`src/rtl/tag_slot_scheduler.sv`:
```
// TDMA frame scheduler for the backscatter tag control lines.
// Each frame gives every enabled tag a one-hot enable window of slot_len
// cycles. Consecutive enabled slots are separated by guard_len idle cycles,
// and the frame ends with a cold_len cooldown. Configuration is captured into
// shadow registers at start and at every frame restart, so input changes made
// mid-frame do not disturb the frame that is already running.
//
//   state   | meaning
//   --------+------------------------------------------------------------
//   S_IDLE  | no frame running, tag_en = 0, waiting for start
//   S_SLOT  | tag_en = onehot(cur_tag) for slot_len cycles
//   S_GUARD | tag_en = 0 for guard_len cycles between two enabled slots
//   S_COLD  | tag_en = 0 for cold_len cycles after the last slot of a frame
//
// Every timer is a down-counter. It is loaded with len-1, and the phase ends on
// the cycle where the count reads zero.
module tag_slot_scheduler #(
   parameter int TAG_NUM = 4,
   parameter int CNT_W   = 32,
   parameter int FCNT_W  = 16,
   parameter int IDX_W   = 2
) (
   input  logic               clk,
   input  logic               rst,
   input  logic               start,
   input  logic               stop,
   input  logic               abort,
   input  logic               continuous,
   input  logic [TAG_NUM-1:0] tag_mask,
   input  logic [CNT_W-1:0]   slot_len,
   input  logic [CNT_W-1:0]   guard_len,
   input  logic [CNT_W-1:0]   cold_len,
   output logic [TAG_NUM-1:0] tag_en,
   output logic [IDX_W-1:0]   cur_tag,
   output logic               busy,
   output logic               frame_done,
   output logic [FCNT_W-1:0]  frame_cnt,
   output logic               cfg_err
);

   typedef enum logic [1:0] {
      S_IDLE  = 2'd0,
      S_SLOT  = 2'd1,
      S_GUARD = 2'd2,
      S_COLD  = 2'd3
   } state_t;

   state_t             state_q, state_d;
   logic [CNT_W-1:0]   cnt_q, cnt_d;

   // Shadow copy of the configuration that the running frame uses.
   logic [TAG_NUM-1:0] mask_q, mask_d;
   logic [CNT_W-1:0]   slot_q, slot_d;
   logic [CNT_W-1:0]   guard_q, guard_d;
   logic [CNT_W-1:0]   cold_q, cold_d;
   logic               cont_q, cont_d;

   logic               stop_pend_q, stop_pend_d;
   logic [IDX_W-1:0]   cur_q, cur_d;

   // Registered outputs.
   logic [TAG_NUM-1:0] tag_en_q, tag_en_d;
   logic               busy_q, busy_d;
   logic               done_q, done_d;
   logic               cerr_q, cerr_d;
   logic [FCNT_W-1:0]  fcnt_q, fcnt_d;

   logic               cfg_ok;
   logic [IDX_W-1:0]   first_idx;
   logic               has_next;
   logic [IDX_W-1:0]   next_idx;
   logic               frame_end;
   logic               relatch;
   logic               stop_eff;

   // Return the index of the lowest set bit of m. Returns 0 if m is empty.
   // Callers only use the result after the mask has been validated.
   function automatic logic [IDX_W-1:0] lowest_set(input logic [TAG_NUM-1:0] m);
      logic [IDX_W-1:0] idx;
      idx = '0;
      for (int i = TAG_NUM - 1; i >= 0; i--) begin
         if (m[i]) idx = IDX_W'(i);
      end
      return idx;
   endfunction

   // Check the incoming configuration and pick the first tag it would schedule.
   always_comb begin
      cfg_ok    = (slot_len != '0) && (tag_mask != '0);
      first_idx = lowest_set(tag_mask);
   end

   // Find the next enabled tag above cur_tag in the shadow mask.
   always_comb begin
      has_next = 1'b0;
      next_idx = cur_q;
      for (int i = TAG_NUM - 1; i >= 0; i--) begin
         if (mask_q[i] && (i > int'(cur_q))) begin
            has_next = 1'b1;
            next_idx = IDX_W'(i);
         end
      end
   end

   // Next-state logic, timers, frame bookkeeping and the config latch.
   always_comb begin
      state_d     = state_q;
      cnt_d       = cnt_q;
      mask_d      = mask_q;
      slot_d      = slot_q;
      guard_d     = guard_q;
      cold_d      = cold_q;
      cont_d      = cont_q;
      stop_pend_d = stop_pend_q;
      cur_d       = cur_q;
      done_d      = 1'b0;
      cerr_d      = 1'b0;
      fcnt_d      = fcnt_q;
      frame_end   = 1'b0;
      relatch     = 1'b0;
      // A stop that arrives on the final cycle of a frame still counts for that frame.
      stop_eff    = stop_pend_q | stop;

      if (abort && (state_q != S_IDLE)) begin
         // abort wins over stop and over a frame end in the same cycle.
         state_d     = S_IDLE;
         stop_pend_d = 1'b0;
      end else begin
         if (stop && (state_q != S_IDLE)) stop_pend_d = 1'b1;

         unique case (state_q)
            S_IDLE: begin
               if (start && !stop && !abort) relatch = 1'b1;
            end
            S_SLOT: begin
               if (cnt_q == '0) begin
                  if (has_next) begin
                     if (guard_q != '0) begin
                        state_d = S_GUARD;
                        cnt_d   = guard_q - CNT_W'(1);
                     end else begin
                        state_d = S_SLOT;
                        cur_d   = next_idx;
                        cnt_d   = slot_q - CNT_W'(1);
                     end
                  end else if (cold_q != '0) begin
                     state_d = S_COLD;
                     cnt_d   = cold_q - CNT_W'(1);
                  end else begin
                     frame_end = 1'b1;
                  end
               end else begin
                  cnt_d = cnt_q - CNT_W'(1);
               end
            end
            S_GUARD: begin
               if (cnt_q == '0) begin
                  state_d = S_SLOT;
                  cur_d   = next_idx;
                  cnt_d   = slot_q - CNT_W'(1);
               end else begin
                  cnt_d = cnt_q - CNT_W'(1);
               end
            end
            S_COLD: begin
               if (cnt_q == '0) frame_end = 1'b1;
               else             cnt_d = cnt_q - CNT_W'(1);
            end
            default: state_d = S_IDLE;
         endcase

         if (frame_end) begin
            done_d = 1'b1;
            fcnt_d = fcnt_q + FCNT_W'(1);
            if (cont_q && !stop_eff) begin
               relatch = 1'b1;
            end else begin
               state_d     = S_IDLE;
               stop_pend_d = 1'b0;
            end
         end

         // Starting or restarting a frame copies the live config into the shadow registers.
         if (relatch) begin
            if (cfg_ok) begin
               mask_d  = tag_mask;
               slot_d  = slot_len;
               guard_d = guard_len;
               cold_d  = cold_len;
               cont_d  = continuous;
               cur_d   = first_idx;
               cnt_d   = slot_len - CNT_W'(1);
               state_d = S_SLOT;
            end else begin
               cerr_d      = 1'b1;
               state_d     = S_IDLE;
               stop_pend_d = 1'b0;
            end
         end
      end

      tag_en_d = (state_d == S_SLOT) ? (TAG_NUM'(1) << cur_d) : '0;
      busy_d   = (state_d != S_IDLE);
   end

   // State, shadow configuration and output registers, with synchronous reset.
   always_ff @(posedge clk) begin
      if (rst) begin
         state_q     <= S_IDLE;
         cnt_q       <= '0;
         mask_q      <= '0;
         slot_q      <= '0;
         guard_q     <= '0;
         cold_q      <= '0;
         cont_q      <= 1'b0;
         stop_pend_q <= 1'b0;
         cur_q       <= '0;
         tag_en_q    <= '0;
         busy_q      <= 1'b0;
         done_q      <= 1'b0;
         cerr_q      <= 1'b0;
         fcnt_q      <= '0;
      end else begin
         state_q     <= state_d;
         cnt_q       <= cnt_d;
         mask_q      <= mask_d;
         slot_q      <= slot_d;
         guard_q     <= guard_d;
         cold_q      <= cold_d;
         cont_q      <= cont_d;
         stop_pend_q <= stop_pend_d;
         cur_q       <= cur_d;
         tag_en_q    <= tag_en_d;
         busy_q      <= busy_d;
         done_q      <= done_d;
         cerr_q      <= cerr_d;
         fcnt_q      <= fcnt_d;
      end
   end

   assign tag_en     = tag_en_q;
   assign cur_tag    = cur_q;
   assign busy       = busy_q;
   assign frame_done = done_q;
   assign frame_cnt  = fcnt_q;
   assign cfg_err    = cerr_q;

endmodule

```
`config.mk`:
```
export PLATFORM = sky130hd
export DESIGN_NAME = tag_slot_scheduler
export DESIGN_NICKNAME = d
export VERILOG_FILES = /design/src/rtl/tag_slot_scheduler.sv
export SDC_FILE = /design/constraint.sdc
export NUM_CORES = 1
export LEC_CHECK = 0
export ABC_CLOCK_PERIOD_IN_PS = 3600
export CORE_MARGIN = 3
export CORE_UTILIZATION = 52
export CTS_CLUSTER_SIZE = 12
export DETAILED_ROUTE_END_ITERATION = 10
export PLACE_DENSITY = 0.78
export RECOVER_POWER = 25
export SYNTH_ARGS = -nofsm -noshare
export SYNTH_HDL_FRONTEND = slang
export SYNTH_SLANG_ARGS = --single-unit
```
`constraint.sdc`:
```
create_clock -name clk -period 3.6 [get_ports clk]
set_clock_uncertainty 0.15 [all_clocks]
set_input_delay 1.08 -clock clk [delete_from_list [all_inputs] [get_ports clk]]
set_output_delay 1.08 -clock clk [all_outputs]
set_load 0.01 [all_outputs]
```
==> results.sh <==
export IMPL_area_growth_pct=32.4
export IMPL_finalWeightedCongestion=1.06
export IMPL_switching_share_pct=38.5
export IMPL_clkTransAtPathRegs_ns=0.07
export IMPL_antenna_found_initial=0
export IMPL_viasPerCell=6.39
export IMPL_cts_sinks=160
export IMPL_vias=13000
export IMPL_tightest_slew_ns=0.851
export IMPL_drc=0
export IMPL_pre_cts_ws_ns=-0.664
export IMPL_wl_met2_mm=20.5
export IMPL_grt_ovfl_total=0
export IMPL_status="finished clean"
export IMPL_synth_seq_area_share_pct=29.2
export IMPL_clockBufferDepth=2
export IMPL_min_period_over_period_pct=98.7
export IMPL_netlist_area_um2=11000
export IMPL_routed_wl_mm=45.4
export IMPL_start_util_pct=53.6
export IMPL_holdPathStages=2
export IMPL_n_fill_cell=1763
export IMPL_cp_start_kind="primary input"
export IMPL_grt_start_max_net_pins=76
export IMPL_wl_met3_mm=4.00
export IMPL_drive_gt1_share_pct=14.5
export IMPL_power_leakage_nw=5.63
export IMPL_top_layer="met4"
export IMPL_syn_nets=1637
export IMPL_ioPinCount=131
export IMPL_dp_cells=1988
export IMPL_ys_ff_latch=160
export IMPL_layout_common_cells="nand2_1, buf_4, dfxtp_1, a21oi_1, nor2_1"
export IMPL_wl_met1_mm=18.2
export IMPL_ys_flop_type="dfxtp_1"
export IMPL_drtAntennaViolNets=0
export IMPL_cts_root_buf="clkbuf_16"
export IMPL_grt_pass1_wl_mm=68.0
export IMPL_p_switching_mw=2.41
export IMPL_path_class="in2reg"
export IMPL_cts_made_buffers=17
export IMPL_setup_violations_final=0
export IMPL_synthesis_instances=1519
export IMPL_holdWs_ns=0.325
export IMPL_wl_per_cell_um=22.3
export IMPL_drv_cap=0
export IMPL_min_period_ns=3.55
export IMPL_dieWidth_um=151
export IMPL_hold_viol_final=0
export IMPL_dr_pass1_iters=5
export IMPL_timing_final_ws_setup_ns=0.0469
export IMPL_area_sequential_um2=3200
export IMPL_num_rows=52
export IMPL_drt_iter0_markers=1462
export IMPL_p_clk_share_pct=30.8
export IMPL_portBuffers=130
export IMPL_p_int_mw=3.84
export IMPL_ys_async_sr_fraction_pct=0
export IMPL_hp_class="reg2reg"
export IMPL_powerDensity_nw_per_um2=430
export IMPL_final_common_cell="nand2_1"
export IMPL_slew_limit_headroom_pct=43.1
export IMPL_crit_arrival_ns=3.75
export IMPL_power_frac_comb_pct=38.0
export IMPL_worstPathMaxFanout=5
export IMPL_dp_hpwl_mm=34.1
export IMPL_fmax_mhz=281
export IMPL_die_area_um2=22900
export IMPL_synth_enable_flop_cells=0
export IMPL_cts_tree="built"
export IMPL_num_antenna_cells=0
export IMPL_grt_pass1_vias=12100
export IMPL_synth_avg_cell_area_um2=7.23
export IMPL_yosys_warnings=0
export IMPL_core_area_um2=20500
export IMPL_fin_cells=2034
export IMPL_insertion_delay_ns=0.44
export IMPL_h_tree_depth=4
export IMPL_maxSlewViolCount=0
export IMPL_multiInputGateArea_um2=7430
export IMPL_pwr_share_seq_pct=31.1
export IMPL_chipHeight_um=151
export IMPL_track_usage_pct=38.7
export IMPL_ff2ff_path_depth=11
export IMPL_peakVddDrop_uv=340
export IMPL_synthDistinctLibCells=84
export IMPL_nNetsFinal=1869
export IMPL_endpoint_kind="flip-flop"
export IMPL_cp_required_ns=3.80
[sequential cells by signal (all words and copies together) (netlist names)]
signal / cells
slot_q: 32
busy: 1
mask_q: 3
stop_pend_q: 1
state_q: 2
frame_done: 1
cur_tag: 2
cfg_err: 1
tag_en: 4
cold_q: 32
cont_q: 1
frame_cnt: 16
cnt_q: 32
guard_q: 32
[logic make-up after synthesis]
kind of cell,count (synthesis),share of synthesized area (%)
simple gates,698,31.1
buf+inv,119,4.55
fa+ha+maj,12,1.37
mux,5,0.467
xor+xnor,130,10.4
flops,160,29.2
compound gates,395,22.9
[routing by layer]
metal | vias up | global-route usage, %
met1 | 6125 | 49.0
met4 | 0 | 19.9
met5 | - | 0
met3 | 159 | 7.99
li1 | 5999 | -
met2 | 724 | 61.9
[worst paths after layout]
kind                                   from   endpoint  slack, ns
worst min-delay path              mask_q[1]  mask_q[1]       0.32
worst max register to register   cold_q[24]  tag_en[2]       0.13
worst max-delay path            slot_len[7]  tag_en[2]       0.05
worst min register to register    mask_q[1]  mask_q[1]       0.32
[worst max-delay path: stages]
cell	delay [ns]
clkdlybuf4s50_1	0.41
or3_1	0.44
nor3_4	0.27
nand4_1	0.15
buf_6	0.15
o31ai_4	0.27
a21o_1	0.20
buf_4	0.17
nor2_4	0.06
a221oi_4	0.29
nor3b_2	0.27
[stage by stage]
step / power, mW / TNS [ns] / area (um^2) / utilization (%)
after floorplan: 3.27 / 0 / 11000 / -
after global placement: 4.20 / -65.07 / 13600 / 66.3
after detailed placement: 4.21 / -73.95 / 13600 / 66.3
after CTS: 6.15 / 0 / 14400 / 70.3
after global routing: 6.46 / -0.0419 / 14500 / 70.9
final: 6.25 / 0 / 14500 / 70.9
[power by group through the flow]
stage | clock network, mW | registers (mW) | logic [mW]
3_5_place_dp | 0 | 1.98 | 2.23
6_report | 1.93 | 1.95 | 2.38
4_1_cts | 1.93 | 1.94 | 2.28
3_3_place_gp | 0 | 1.98 | 2.22
2_1_floorplan | 0 | 1.95 | 1.32
5_1_grt | 2.00 | 1.95 | 2.50
[what timing repair did]
action | CTS | global route
pin swaps | 7 | 12
hold endpoints to repair | 0 | 0
hold buffers | 0 | 0
setup buffers | 5 | 4
cloned | 3 | 2
endpoints found under the setup margin | 135 | 135
gates resized for setup | 22 | 12
[synthesized netlist by cell type (5+ instances only)]
cell / count / area, um^2
clkbuf_1: 69 / 259
o22ai_1: 14 / 87.6
o21ai_1: 14 / 70.1
nand2_1: 272 / 1020
a2111oi_0: 5 / 43.8
buf_4: 9 / 67.6
or2_2: 8 / 50.1
o21ai_0: 53 / 265
inv_1: 20 / 75.1
xnor2_1: 65 / 569
buf_2: 15 / 75.1
a21oi_1: 156 / 781
nand4_1: 26 / 163
o21a_1: 5 / 37.5
o41ai_1: 5 / 43.8
o311ai_1: 5 / 43.8
nor4_1: 48 / 300
o211ai_1: 10 / 75.1
dfxtp_1: 160 / 3200
o2111ai_1: 10 / 87.6
xor2_1: 65 / 569
ha_1: 12 / 150
nor3b_1: 5 / 37.5
nand3_1: 42 / 210
nor3_1: 62 / 310
o31ai_1: 6 / 45.0
nor4b_1: 5 / 43.8
a22oi_1: 12 / 90.1
o32ai_1: 6 / 52.6
nand2b_1: 10 / 62.6
nor2b_1: 8 / 50.1
a31oi_1: 20 / 125
buf_1: 5 / 18.8
nor2_1: 127 / 477
and4_1: 5 / 43.8
o221ai_1: 8 / 70.1
a211oi_1: 14 / 105
or3_1: 26 / 163
a21o_1: 9 / 67.6
or4_1: 22 / 165
[final cells by class]
class | count | area share (%)
inverter | 21 | 0.542
tap | 270 | 2.32
multi-input combinational | 1240 | 51.1
sequential | 160 | 22.0
timing repair buffer | 311 | 19.8
clock inverter | 14 | 1.15
clock buffer | 18 | 3.02
Power figures use the tool's default switching activity.
